<file path="src/rtl/frame_buffer_pkg.sv">
// Shared types and defaults for the double-buffered frame/config memory
// that sits between the SPI byte receiver and the charlieplex scanner.
package frame_buffer_pkg;

   typedef enum logic [1:0] {
      ST_IDLE = 2'd0,
      ST_ADDR = 2'd1,
      ST_DATA = 2'd2
   } wr_state_t;

   localparam int DEF_FRAME_BYTES = 8;
   localparam int DEF_CFG_BYTES   = 4;
   localparam int DEF_BYTE_W      = 8;
   localparam int DEF_ADDR_W      = 7;
   localparam int TOTAL_BYTES     = DEF_FRAME_BYTES + DEF_CFG_BYTES;
   localparam int AW_PTR          = DEF_ADDR_W;

   // The address byte's MSB requests a bank swap when the transaction ends.
   function automatic int swap_bit(input int byte_w);
      return byte_w - 1;
   endfunction

endpackage

</file>
<file path="src/rtl/frame_write_ctrl.sv">
// Write-side FSM: parses address byte + auto-incrementing data bytes and
// decodes each byte into a frame write, cfg write, or a dropped-byte flag.
module frame_write_ctrl
   import frame_buffer_pkg::*;
#(
   parameter int FRAME_BYTES = DEF_FRAME_BYTES,
   parameter int CFG_BYTES   = DEF_CFG_BYTES,
   parameter int BYTE_W      = DEF_BYTE_W,
   parameter int ADDR_W      = AW_PTR
) (
   input  logic              clk,
   input  logic              rst,
   input  logic              byte_start,
   input  logic              byte_valid,
   input  logic [BYTE_W-1:0] byte_data,
   input  logic              byte_end,
   input  logic              swap_pending,
   output logic              frame_we,
   output logic              cfg_we,
   output logic [ADDR_W:0]   frame_idx,
   output logic [ADDR_W:0]   cfg_idx,
   output logic              set_overrun,
   output logic              set_addr_err,
   output logic              commit
);

   localparam int SWAP_BIT = swap_bit(BYTE_W);
   localparam logic [ADDR_W:0] FB_END  = (ADDR_W+1)'(FRAME_BYTES);
   localparam logic [ADDR_W:0] TOT_END = (ADDR_W+1)'(FRAME_BYTES + CFG_BYTES);

   wr_state_t         state;
   logic [ADDR_W-1:0] ptr;
   logic              swap_flag;
   logic [ADDR_W:0]   ptr_ext;
   logic              data_byte;
   logic              in_frame;
   logic              in_cfg;

   always_comb begin
      ptr_ext      = {1'b0, ptr};
      // byte_start wins over any same-cycle byte or end.
      data_byte    = (state == ST_DATA) && byte_valid && !byte_start;
      in_frame     = ptr_ext < FB_END;
      in_cfg       = !in_frame && (ptr_ext < TOT_END);
      frame_we     = data_byte && in_frame && !swap_pending;
      set_overrun  = data_byte && in_frame && swap_pending;
      cfg_we       = data_byte && in_cfg;
      set_addr_err = data_byte && !in_frame && !in_cfg;
      frame_idx    = ptr_ext;
      cfg_idx      = ptr_ext - FB_END;
      commit       = (state == ST_DATA) && byte_end && !byte_start && swap_flag;
   end

   always_ff @(posedge clk) begin
      if (rst) begin
         state     <= ST_IDLE;
         ptr       <= '0;
         swap_flag <= 1'b0;
      end else if (byte_start) begin
         state     <= ST_ADDR;
         swap_flag <= 1'b0;
      end else begin
         case (state)
            ST_ADDR: begin
               if (byte_valid) begin
                  ptr       <= byte_data[ADDR_W-1:0];
                  swap_flag <= byte_data[SWAP_BIT];
                  state     <= ST_DATA;
               end
               if (byte_end) state <= ST_IDLE;
            end
            ST_DATA: begin
               // Pointer saturates so a runaway stream keeps hitting addr_err.
               if (byte_valid && (ptr != {ADDR_W{1'b1}})) ptr <= ptr + 1'b1;
               if (byte_end) state <= ST_IDLE;
            end
            default: state <= ST_IDLE;
         endcase
      end
   end

endmodule

</file>
<file path="src/rtl/frame_buffer_bank.sv">
// Double-buffered frame memory plus single-buffered config registers; the
// banks swap only on the scanner's frame_done so frames never tear.
module frame_buffer_bank
   import frame_buffer_pkg::*;
#(
   parameter int FRAME_BYTES = DEF_FRAME_BYTES,
   parameter int CFG_BYTES   = DEF_CFG_BYTES,
   parameter int BYTE_W      = DEF_BYTE_W,
   parameter int ADDR_W      = AW_PTR
) (
   input  logic                                         clk,
   input  logic                                         rst,
   input  logic                                         byte_start,
   input  logic                                         byte_valid,
   input  logic [BYTE_W-1:0]                            byte_data,
   input  logic                                         byte_end,
   input  logic                                         frame_done,
   input  logic                                         status_clr,
   output logic [FRAME_BYTES*BYTE_W-1:0]                frame_out,
   output logic [((CFG_BYTES > 0) ? CFG_BYTES : 1)*BYTE_W-1:0] cfg_out,
   output logic                                         swap_pending,
   output logic                                         front_sel,
   output logic [7:0]                                   swap_count,
   output logic                                         addr_err,
   output logic                                         overrun
);

   logic [FRAME_BYTES*BYTE_W-1:0] bank [2];
   logic            frame_we;
   logic            cfg_we;
   logic [ADDR_W:0] frame_idx;
   logic [ADDR_W:0] cfg_idx;
   logic            set_overrun;
   logic            set_addr_err;
   logic            commit;
   logic            swap_fire;

   frame_write_ctrl #(
      .FRAME_BYTES (FRAME_BYTES),
      .CFG_BYTES   (CFG_BYTES),
      .BYTE_W      (BYTE_W),
      .ADDR_W      (ADDR_W)
   ) u_ctrl (
      .clk          (clk),
      .rst          (rst),
      .byte_start   (byte_start),
      .byte_valid   (byte_valid),
      .byte_data    (byte_data),
      .byte_end     (byte_end),
      .swap_pending (swap_pending),
      .frame_we     (frame_we),
      .cfg_we       (cfg_we),
      .frame_idx    (frame_idx),
      .cfg_idx      (cfg_idx),
      .set_overrun  (set_overrun),
      .set_addr_err (set_addr_err),
      .commit       (commit)
   );

   assign swap_fire = frame_done && swap_pending;
   assign frame_out = bank[front_sel];

   always_ff @(posedge clk) begin
      if (rst) begin
         bank[0]      <= '0;
         bank[1]      <= '0;
         cfg_out      <= '0;
         front_sel    <= 1'b0;
         swap_pending <= 1'b0;
         swap_count   <= 8'd0;
         addr_err     <= 1'b0;
         overrun      <= 1'b0;
      end else begin
         for (int i = 0; i < FRAME_BYTES; i++) begin
            if (frame_we && (frame_idx == (ADDR_W+1)'(i)))
               bank[~front_sel][i*BYTE_W +: BYTE_W] <= byte_data;
         end
         for (int i = 0; i < CFG_BYTES; i++) begin
            if (cfg_we && (cfg_idx == (ADDR_W+1)'(i)))
               cfg_out[i*BYTE_W +: BYTE_W] <= byte_data;
         end
         if (swap_fire) begin
            front_sel  <= ~front_sel;
            swap_count <= swap_count + 8'd1;
         end
         // A commit landing on the swap edge re-arms for the following frame.
         swap_pending <= commit | (swap_pending & ~frame_done);
         addr_err     <= set_addr_err | (addr_err & ~status_clr);
         overrun      <= set_overrun | (overrun & ~status_clr);
      end
   end

endmodule

</file>
<file path="config.mk">
export PLATFORM = sky130hd
export DESIGN_NAME = frame_buffer_bank
export DESIGN_NICKNAME = d
export VERILOG_FILES = /design/src/rtl/frame_buffer_pkg.sv /design/src/rtl/frame_write_ctrl.sv /design/src/rtl/frame_buffer_bank.sv
export SDC_FILE = /design/constraint.sdc
export NUM_CORES = 1
export LEC_CHECK = 0
export BUFFER_PORTS_ARGS = -buffer_cell sky130_fd_sc_hd__buf_2
export CORE_ASPECT_RATIO = 0.8
export CORE_UTILIZATION = 50
export CTS_CLUSTER_SIZE = 12
export DETAILED_ROUTE_END_ITERATION = 16
export PLACE_DENSITY = 0.75
export SETUP_SLACK_MARGIN = 0.02
export SLEW_MARGIN = 20
export SYNTH_ARGS = -nofsm -noshare
export SYNTH_HDL_FRONTEND = slang
export SYNTH_SLANG_ARGS = --single-unit
</file>
<file path="constraint.sdc">
create_clock -name clk -period 3.05 [get_ports clk]
set_input_delay 0.305 -clock clk [delete_from_list [all_inputs] [get_ports clk]]
set_output_delay 0.305 -clock clk [all_outputs]
set_load 0.02 [all_outputs]
</file>
Word-level counts from Yosys, hierarchy flattened
Memory sizes are Yosys's and may differ from the RTL's. A register that Yosys moved wholly into a read port is not among the register bits.
Cells that the tools add are included.
{"block": "classes", "reduce_logical": 39, "add_sub_neg": 3, "eq_ne": 19, "bitwise_logic": 10, "magnitude_cmp": 2, "n_mux": 39}
{"cell": "$mux W64", "n": 1}
{"cell": "$reduce_or A64 Y1", "n": 1}
{"cell": "$mux W1", "n": 30}
{"cell": "$eq A7 B3 Y1 const B", "n": 4}
{"cell": "$logic_and A1 B1 Y1", "n": 26}
{"cell": "$eq A8 B2 Y1 const B", "n": 2}
{"cell": "$logic_not A8 Y1", "n": 2}
{"cell": "$eq A7 B2 Y1 const B", "n": 2}
{"cell": "$lt A7 B4 Y1 const B", "n": 2}
{"cell": "$mux W7", "n": 2}
{"cell": "$pmux W7 S2", "n": 1}
{"cell": "$add A8 B1 Y8 const B", "n": 1}
{"cell": "$eq A8 B1 Y1 const B", "n": 1}
{"cell": "$mux W8", "n": 1}
{"cell": "$sub A7 B4 Y8 const B", "n": 1}
{"cell": "$add A7 B1 Y7 const B", "n": 1}
{"cell": "$eq A7 B1 Y1 const B", "n": 1}
{"cell": "$ne A7 B7 Y1 const B", "n": 1}
{"cell": "$mux W2", "n": 3}
{"cell": "$ne A2 B2 Y1 const B", "n": 3}
{"cell": "$ne A3 B3 Y1 const B", "n": 2}
{"cell": "$reduce_and A2 Y1", "n": 3}
{"cell": "$logic_not A1 Y1", "n": 4}
{"cell": "$ne A4 B4 Y1 const B", "n": 1}
{"cell": "9 further kinds", "n": 16}
{"block": "word_totals", "out_inout_bits": 108, "ram_bits": 128, "mem_count": 1, "register_bits": 54, "inputBits": 15}
{"name": "bank", "words": 2, "width": 64, "rd": 1, "rd_clocked_by_memory_dff": 1, "write_ports": 2, "line_no": "frame_buffer_bank.sv:28", "source": "logic [FRAME_BYTES*BYTE_W-1:0] bank [2];"}

Logic depth before layout (Yosys ltp)
Gate-level depths: netlist of run 1.
{"block": "logic_depth", "ltp_word": 11, "depth_mapped": 7, "mapped_depth_nobuf": 6}

Modules after synthesis
Synthesis of run 1 repeated with hierarchy kept, for this count alone.
{"block": "unflattened", "hier_cells": 679, "area_unflattened_um2": 8530.7}
{"module": "frame_buffer_bank", "cells_each": 584, "n_inst": 1, "seq_area_each_um2": 4744.6, "area_each_um2": 7778.7}
{"module": "frame_write_ctrl", "cells_each": 95, "n_inst": 1, "seq_area_each_um2": 200.2, "area_each_um2": 752.0}

Worst setup path after synthesis of run 1
OpenSTA, ideal clock, no wires.
{"block": "synth_timing", "path_kind": "register to register", "from": "register front_sel", "to": "memory bank[0][0] in the netlist's numbering, enable pin", "setup_slack_ns": 0.886, "synth_period_minus_slack_ns": 2.164, "path_stages_with_launch": 5, "n_path_buf": 2, "t_arrival_ns": 1.778, "required_ns": 2.663, "setup_ns": 0.387, "cell_sequence": "dfxtp_1 -> clkbuf_1 -> inv_1 -> clkbuf_1 -> o31ai_1"}
{"item": "from (decl)", "line_no": "frame_buffer_bank.sv:22", "source": "output logic front_sel,"}
{"item": "from (signal assigned)", "line_no": "frame_buffer_bank.sv:83", "source": "front_sel <= ~front_sel;"}
{"item": "to (decl)", "line_no": "frame_buffer_bank.sv:28"}

==> results.sh, run 1 <==
export IMPL_outcome="finished, final reports clean"
export IMPL_clkPwrFrac_pct=42.3
export IMPL_post_cts_resized_instances=0
export IMPL_switchingPower_mw=1.15
export IMPL_gpl_final_weighted_congestion=0.836
export IMPL_ir_worst_vdd_uv=435
export IMPL_dr_pass1_iters=5
export IMPL_synthXorXnorAreaFrac_pct=0.667
export IMPL_yosys_area_share_adder_pct=1.27
export IMPL_synth_simple_gate_area_share_pct=15.4
export IMPL_antenna_left=0
export IMPL_hpwl_um=12700
export IMPL_netlist_cell_type_count=45
export IMPL_crit_path_arrival_time_ps=2670
export IMPL_viasPerCell=5.53
export IMPL_dr_first_iter_drc_count=561
export IMPL_area_growth_synth_to_finish_pct=17.9
export IMPL_synth_enable_flop_cells=128
export IMPL_dpl_instance_area_um2=8700
export IMPL_core_area_um2=15200
export IMPL_initial_core_util_pct=51.8
export IMPL_top_level_ports=123
export IMPL_synth_compound_area_share_pct=3.75
export IMPL_syn_instance_count=645
export IMPL_finalWorstSetupSlack_ps=651
export IMPL_dieArea_um2=16300
export IMPL_report_final_setup_viol=0
export IMPL_floorplan_die_height_um=114
export IMPL_maxClockFrequency_mhz=417
export IMPL_drive_gt1_share_pct=31.4
export IMPL_sequentialPowerShare_pct=52.8
export IMPL_yosys_warnings=0
export IMPL_layout_cell_area_non_filler_um2=9290
export IMPL_cts_sink_count=183
export IMPL_worst_setup_path_type="reg -> reg"
export IMPL_power_per_cell_area_nw_per_um2=557
export IMPL_wl_per_cell_um=19.3
export IMPL_cts_buffers=17
export IMPL_final_nets=790
export IMPL_antenna_cells_inserted=0
export IMPL_pre_cts_slack_ps=578
export IMPL_initial_antenna_violation_count=0
export IMPL_grt_max_degree=60
export IMPL_syn_avg_cell_area_um2=12.2
export IMPL_globalRouteOverflowTotal=0
export IMPL_critical_path_peak_fanout=16
export IMPL_timing_critical_path_required_ps=3320
export IMPL_syn_cell_area_um2=7880
export IMPL_worst_pin_slew_ps=800
export IMPL_hold_start="byte_end"
export IMPL_drv_slew=0
export IMPL_critical_path_reg2reg_startpoint="u_ctrl.state[0]"
export IMPL_endpoint_type_of_the_worst_setup_path="register"
export IMPL_internal_power_mw=4.02
export IMPL_min_to="u_ctrl.state[1]"
export IMPL_die_width_um=142
export IMPL_globalRouteTotalUtil_pct=24.7
export IMPL_clk_pin_slew_worst_paths_ps=70
export IMPL_fin_crit_sh_pct=78.6
export IMPL_maxCapViolCount=0
export IMPL_synth_area_mux_share_pct=13.5
export IMPL_rsz_0062_raised_after_global_routing="false"
export IMPL_io_buffer_count=122
export IMPL_cts_root_to_sink_buffers=2
export IMPL_clock_latency_ps=440
export IMPL_grt_pass1_wl_um=29100
export IMPL_synth_seq_area_share_pct=62.7
export IMPL_postSynth_topFlopCell="sky130_fd_sc_hd__edfxtp_1"
export IMPL_hp_class="in -> reg"
export IMPL_route_detailed_drc=0
export IMPL_cts_tree="built"
export IMPL_power_frac_comb_pct=4.9
export IMPL_finalHoldViolations=0
export IMPL_timing_final_crit_period_ps=2400
export IMPL_regToRegEndpoint="bank[1][60]"
export IMPL_cp_start_kind="register"
export IMPL_post_cts_repair_setup_buffers=0
export IMPL_flop_and_latch_count_out_of_synthesis=183
export IMPL_dr_total_vias=5479
export IMPL_p_sw_share_pct=22.3
export IMPL_leakage_nw=3.86
export IMPL_worstRegToRegCells=4
export IMPL_combinational_family_with_the_most_area_after_synthesis="simple AND/OR/NAND/NOR gates"
export IMPL_routed_wire_length_um=19100
export IMPL_floorplan_rows=40
export IMPL_clock_tree_htree_level_count=4
export IMPL_number_of_cells_on_the_worst_hold_path=2
export IMPL_synth_net_count=668
export IMPL_fin_tns_setup_ps=0
export IMPL_grt_pass1_vias=5221
export IMPL_reg2reg_setup_slack_ps=650
export IMPL_whs_ps=100
export IMPL_timing_clock_skew_ps=11.0
export IMPL_synth_async_sr_flop_share_pct=0
export IMPL_clockRootBuffer="sky130_fd_sc_hd__clkbuf_16"
export IMPL_slew_headroom_pct=46.6
export IMPL_holdBufCountCts=0
-- cell usage after synthesis (4+ instances only) --
cell,count,area [µm²]
sky130_fd_sc_hd__a21oi_1,9,45.0
sky130_fd_sc_hd__nand4_2,4,50.1
sky130_fd_sc_hd__inv_1,9,33.8
sky130_fd_sc_hd__mux2i_1,34,340
sky130_fd_sc_hd__nand3_1,13,65.1
sky130_fd_sc_hd__buf_6,6,67.6
sky130_fd_sc_hd__buf_2,4,20.0
sky130_fd_sc_hd__nand2_1,32,120
sky130_fd_sc_hd__nand3_4,6,105
sky130_fd_sc_hd__o21ai_0,11,55.1
sky130_fd_sc_hd__edfxtp_1,128,3840
sky130_fd_sc_hd__nor3_1,7,35.0
sky130_fd_sc_hd__mux2_2,64,721
sky130_fd_sc_hd__nor2b_1,4,25.0
sky130_fd_sc_hd__ha_1,8,100
sky130_fd_sc_hd__nor2_1,178,668
sky130_fd_sc_hd__xnor2_1,4,35.0
sky130_fd_sc_hd__o31ai_1,7,52.6
sky130_fd_sc_hd__clkbuf_1,22,82.6
sky130_fd_sc_hd__dfxtp_1,55,1100
-- critical path, cell delays in order, from the launching register on --
cell,delay [ps]
sky130_fd_sc_hd__dfxtp_1,330
sky130_fd_sc_hd__and4bb_1,470
sky130_fd_sc_hd__and4_1,600
sky130_fd_sc_hd__nand3_1,550
sky130_fd_sc_hd__nor2_1,270
-- sequential cells by signal, indices dropped and copies added (netlist names), 2 cells and up, named ones only --
| signal | count |
|---|---|
| u_ctrl.ptr | 7 |
| cfg_out | 32 |
| swap_count | 8 |
| u_ctrl.state | 2 |
| bank | 128 |
-- cells in the final DEF, fill, tap and decap left out, drive strengths merged, types with 4 or more instances in the layout --
cell / Yosys / routed
nor2b: 4 / 4
nand4: 7 / 7
ha: 8 / 8
o21ai: 12 / 12
nor3: 7 / 7
mux2: 64 / 64
clkbuf: 22 / 21
nand2: 33 / 33
xnor2: 4 / 4
edfxtp: 128 / 128
nand3: 19 / 19
nor2: 178 / 178
o31ai: 7 / 7
mux2i: 34 / 34
dfxtp: 55 / 55
a21oi: 9 / 9
inv: 9 / 15
buf: 12 / 137
-- how the worst max path moves through the flow --
| stage | from | depth (start not counted) | slack, ps | to |
|---|---|---|---|---|
| after floorplan | front_sel | 4 | 890 | bank[0][0] |
| after global placement | byte_start | 5 | 690 | bank[1][59] |
| after detailed placement | byte_start | 5 | 580 | bank[0][62] |
| after CTS | u_ctrl.ptr[4] | 4 | 690 | bank[0][63] |
| after global routing | u_ctrl.ptr[4] | 4 | 460 | bank[0][63] |
| final | u_ctrl.state[0] | 4 | 650 | bank[1][60] |
-- through the flow --
stage	instances	utilization, %	total power [mW]
finish	990	61.1	5.17
global route	990	61.1	5.30
CTS	990	61.1	5.18
detailed placement	958	57.2	3.04
global placement	958	57.2	3.03
floorplan	645	-	2.92
-- cell type report --
cell class | instances | area [µm²]
tap | 210 | 263
multi-input combinational | 419 | 2720
timing repair buffer | 137 | 736
sequential | 183 | 4950
inverter | 9 | 33.8
clock buffer | 21 | 483
clock inverter | 11 | 108
fill | 1172 | 5920
-- power by group through the flow --
stage          Sequential (mW)  Clock [mW]  Combinational, mW
6_report                  2.73        2.19              0.255
5_1_grt                   2.73        2.29              0.269
3_5_place_dp              2.78           0              0.252
4_1_cts                   2.73        2.20              0.253
3_3_place_gp              2.78           0              0.247
2_1_floorplan             2.78           0              0.147
-- routing by layer --
metal | vias up | part of all wire (%) | track usage [%]
met5 | - | 0 | 0
met4 | 0 | 2.0 | 9.32
met3 | 32 | 11 | 7.70
met2 | 266 | 46 | 38.3
met1 | 2650 | 41 | 32.7
li1 | 2531 | - | -
-- logic make-up (layout without fill, tap and decap cells) --
group                      Yosys count  in the layout
AOI/OAI and AO/OA                   44             44
muxes                               98             98
and+or+nand+nor                    263            263
buffers and inverters               43            178
xor gates and xnor gates             6              6
DFF                                183            183
adders and majority gates            8              8
Power figures use the tool's default switching activity.
==> inputs of run 2 (changes only) <==
--- a/config.mk
+++ b/config.mk
@@ -10,7 +10,7 @@
 export CORE_UTILIZATION = 50
 export CTS_CLUSTER_SIZE = 12
 export DETAILED_ROUTE_END_ITERATION = 16
-export PLACE_DENSITY = 0.75
+export PLACE_DENSITY = 0.77
 export SETUP_SLACK_MARGIN = 0.02
 export SLEW_MARGIN = 20
 export SYNTH_ARGS = -nofsm -noshare
==> constraint.sdc (replaced) <==
create_clock -name clk -period 1.95 [get_ports clk]
set_input_delay 0.195 -clock clk [delete_from_list [all_inputs] [get_ports clk]]
set_output_delay 0.195 -clock clk [all_outputs]
set_load 0.02 [all_outputs]
==> run 2 against run 1 <==
Net effect: critical path type unchanged; clock-buffer cell count up 1; routed wire length up 3.1%; register-to-register slack worse by 600 ps; clock power up 52%; cell count up 2.5%; hold slack worse by 69 ps; utilization up 1.5 points.
==> results.sh, run 2 (same netlist as run 1, synthesis figures left out) <==
export IMPL_outcome="finished, final reports clean"
export IMPL_top_regs="bank: 128 flops, cfg_out: 32 flops, swap_count: 8 flops"
export IMPL_top_layer_used="met4"
export IMPL_gpl_final_weighted_congestion=0.875
export IMPL_worst_setup_path_type="reg -> reg"
export IMPL_dr_pass1_iters=5
export IMPL_largest_register_ffs=128
export IMPL_globalRouteTotalUtil_pct=25.3
export IMPL_antenna_left=0
export IMPL_cp_start_kind="register"
export IMPL_antenna_cells_inserted=0
export IMPL_floorplan_die_height_um=114
export IMPL_initial_antenna_violation_count=0
export IMPL_final_nets=815
export IMPL_cts_sink_count=183
export IMPL_mostFrequentLayoutCells="178 x sky130_fd_sc_hd__nor2_1, 128 x sky130_fd_sc_hd__edfxtp_1, 122 x sky130_fd_sc_hd__buf_2, 64 x sky130_fd_sc_hd__mux2_2, 54 x sky130_fd_sc_hd__dfxtp_1"
export IMPL_n_fill_cell=1193
export IMPL_clock_tree_htree_level_count=4
export IMPL_route_detailed_drc=0
export IMPL_timing_final_crit_period_ps=1900
export IMPL_area_growth_synth_to_finish_pct=20.7
export IMPL_top_level_ports=123
export IMPL_pre_cts_slack_ps=121
export IMPL_list_of_cells_traversed_by_the_critical_path="inv_1 -> ha_1 -> and3b_1 -> nand4_2 -> mux2i_1 -> nor2_1"
export IMPL_drt_met1_wl_um=8010
export IMPL_finalHoldViolations=0
export IMPL_grt_max_degree=47
export IMPL_number_of_cells_on_the_worst_hold_path=3
export IMPL_crit_path_arrival_time_ps=2220
export IMPL_dieArea_um2=16300
export IMPL_endpoint_type_of_the_worst_setup_path="register"
export IMPL_fin_tns_setup_ps=0
export IMPL_drive_gt1_share_pct=34.2
export IMPL_cpPeakStageDelay_ps=380
export IMPL_route_met3_wl_um=1950
export IMPL_floorplan_rows=40
export IMPL_clock_latency_ps=440
export IMPL_dr_first_iter_drc_count=501
export IMPL_dr_total_vias=5703
export IMPL_clk_pin_slew_worst_paths_ps=70
export IMPL_dr_wl_met2_um=9310
export IMPL_initial_core_util_pct=51.8
export IMPL_worstRegToRegCells=6
export IMPL_die_width_um=142
export IMPL_power_per_cell_area_nw_per_um2=842
export IMPL_io_buffer_count=122
export IMPL_critical_path_peak_fanout=8
export IMPL_regMostFlops="bank"
export IMPL_fin_crit_sh_pct=97.6
export IMPL_timing_critical_path_required_ps=2260
export IMPL_globalRouteOverflowTotal=0
export IMPL_routed_wire_length_um=19700
export IMPL_worst_pin_slew_ps=559
export IMPL_post_route_util_pct=62.5
export IMPL_post_layout_total_power_mw=8.01
export IMPL_ir_worst_vdd_uv=662
export IMPL_cts_root_to_sink_buffers=2
export IMPL_core_area_um2=15200
export IMPL_slew_headroom_pct=62.7
export IMPL_hp_class="in -> reg"
export IMPL_rsz_0062_raised_after_global_routing="true"
export IMPL_hpwl_um=13200
export IMPL_cts_buffers=17
export IMPL_grt_pass1_wl_um=30100
export IMPL_finalWorstSetupSlack_ps=46.8
export IMPL_clockRootBuffer="sky130_fd_sc_hd__clkbuf_16"
export IMPL_maxCapViolCount=0
export IMPL_timing_clock_skew_ps=9.51
export IMPL_maxClockFrequency_mhz=525
export IMPL_numPlacedInstances=978
export IMPL_viasPerCell=5.62
export IMPL_report_final_setup_viol=0
export IMPL_fin_cells=1015
export IMPL_drv_slew=0
export IMPL_layout_cells_most_common="sky130_fd_sc_hd__nor2_1"
export IMPL_cpMaxStageDelayCell="sky130_fd_sc_hd__nand4_2"
export IMPL_wl_per_cell_um=19.4
export IMPL_leakage_nw=3.97
export IMPL_cts_tree="built"
export IMPL_grt_pass1_vias=5424
[run 2: cell types whose count changed in the layout (fill, tap and decap cells not counted), moves of 2 or more]
cell                            before  now
sky130_fd_sc_hd__buf_4              14   35
sky130_fd_sc_hd__clkbuf_8            0    2
sky130_fd_sc_hd__inv_6               4    1
sky130_fd_sc_hd__clkinv_2            1    3
sky130_fd_sc_hd__o31ai_1             7    5
sky130_fd_sc_hd__dlygate4sd3_1       0    3
sky130_fd_sc_hd__o21ai_1             1    7
sky130_fd_sc_hd__o31ai_2             0    2
sky130_fd_sc_hd__o21ai_0            11    5
[run 2: metrics by stage]
step           area (µm²)  hold WS [ps]
6_report             9520          31.4
5_1_grt              9520          54.1
4_1_cts              9480          18.8
3_5_place_dp         8870           407
3_3_place_gp         8870           395
2_1_floorplan        7890           274
[run 2: metal layers]
metal  vias to the layer above  track usage, %
met4                         0            10.8
met3                        40            6.19
li1                       2580               -
met5                         -               0
met1                      2778            32.9
met2                       305            40.6
[run 2: layout make-up]
cell class                 count  area [µm²]  share of cell area (%)
multi-input combinational    419        2760                    29.0
tap                          210         263                    2.76
sequential                   183        4950                    52.0
clock inverter                10        62.6                   0.657
inverter                       9        33.8                   0.355
clock buffer                  22         507                    5.33
timing repair buffer         162         943                    9.91
[run 2: critical path: cells and delay by family (launching register included)]
family / cells / cell delay (ps)
adders and majority gates: 1 / 280
buffers and inverters: 1 / 80
DFF: 1 / 370
muxes: 1 / 280
and+or+nand+nor: 3 / 770
[run 2: repair_timing]
item	in CTS	in global routing
setup buffers	0	2
setup endpoints to repair	54	65
gates resized for setup	2	6
endpoints found under the hold margin	2	0
hold buffers	3	0
pin swaps	0	0
[run 2: path summary, 6_finish.rpt]
path                 startpoint           to  slack [ps]
hold reg to reg        addr_err     addr_err         470
hold / removal       status_clr     addr_err          30
setup / recovery  u_ctrl.ptr[4]  cfg_out[12]          50
setup reg to reg  u_ctrl.ptr[4]  cfg_out[12]          50
[run 2: where the power goes]
part	internal, mW	switching [mW]
Sequential	4.23	0.0292
Clock	1.85	1.47
Combinational	0.135	0.293
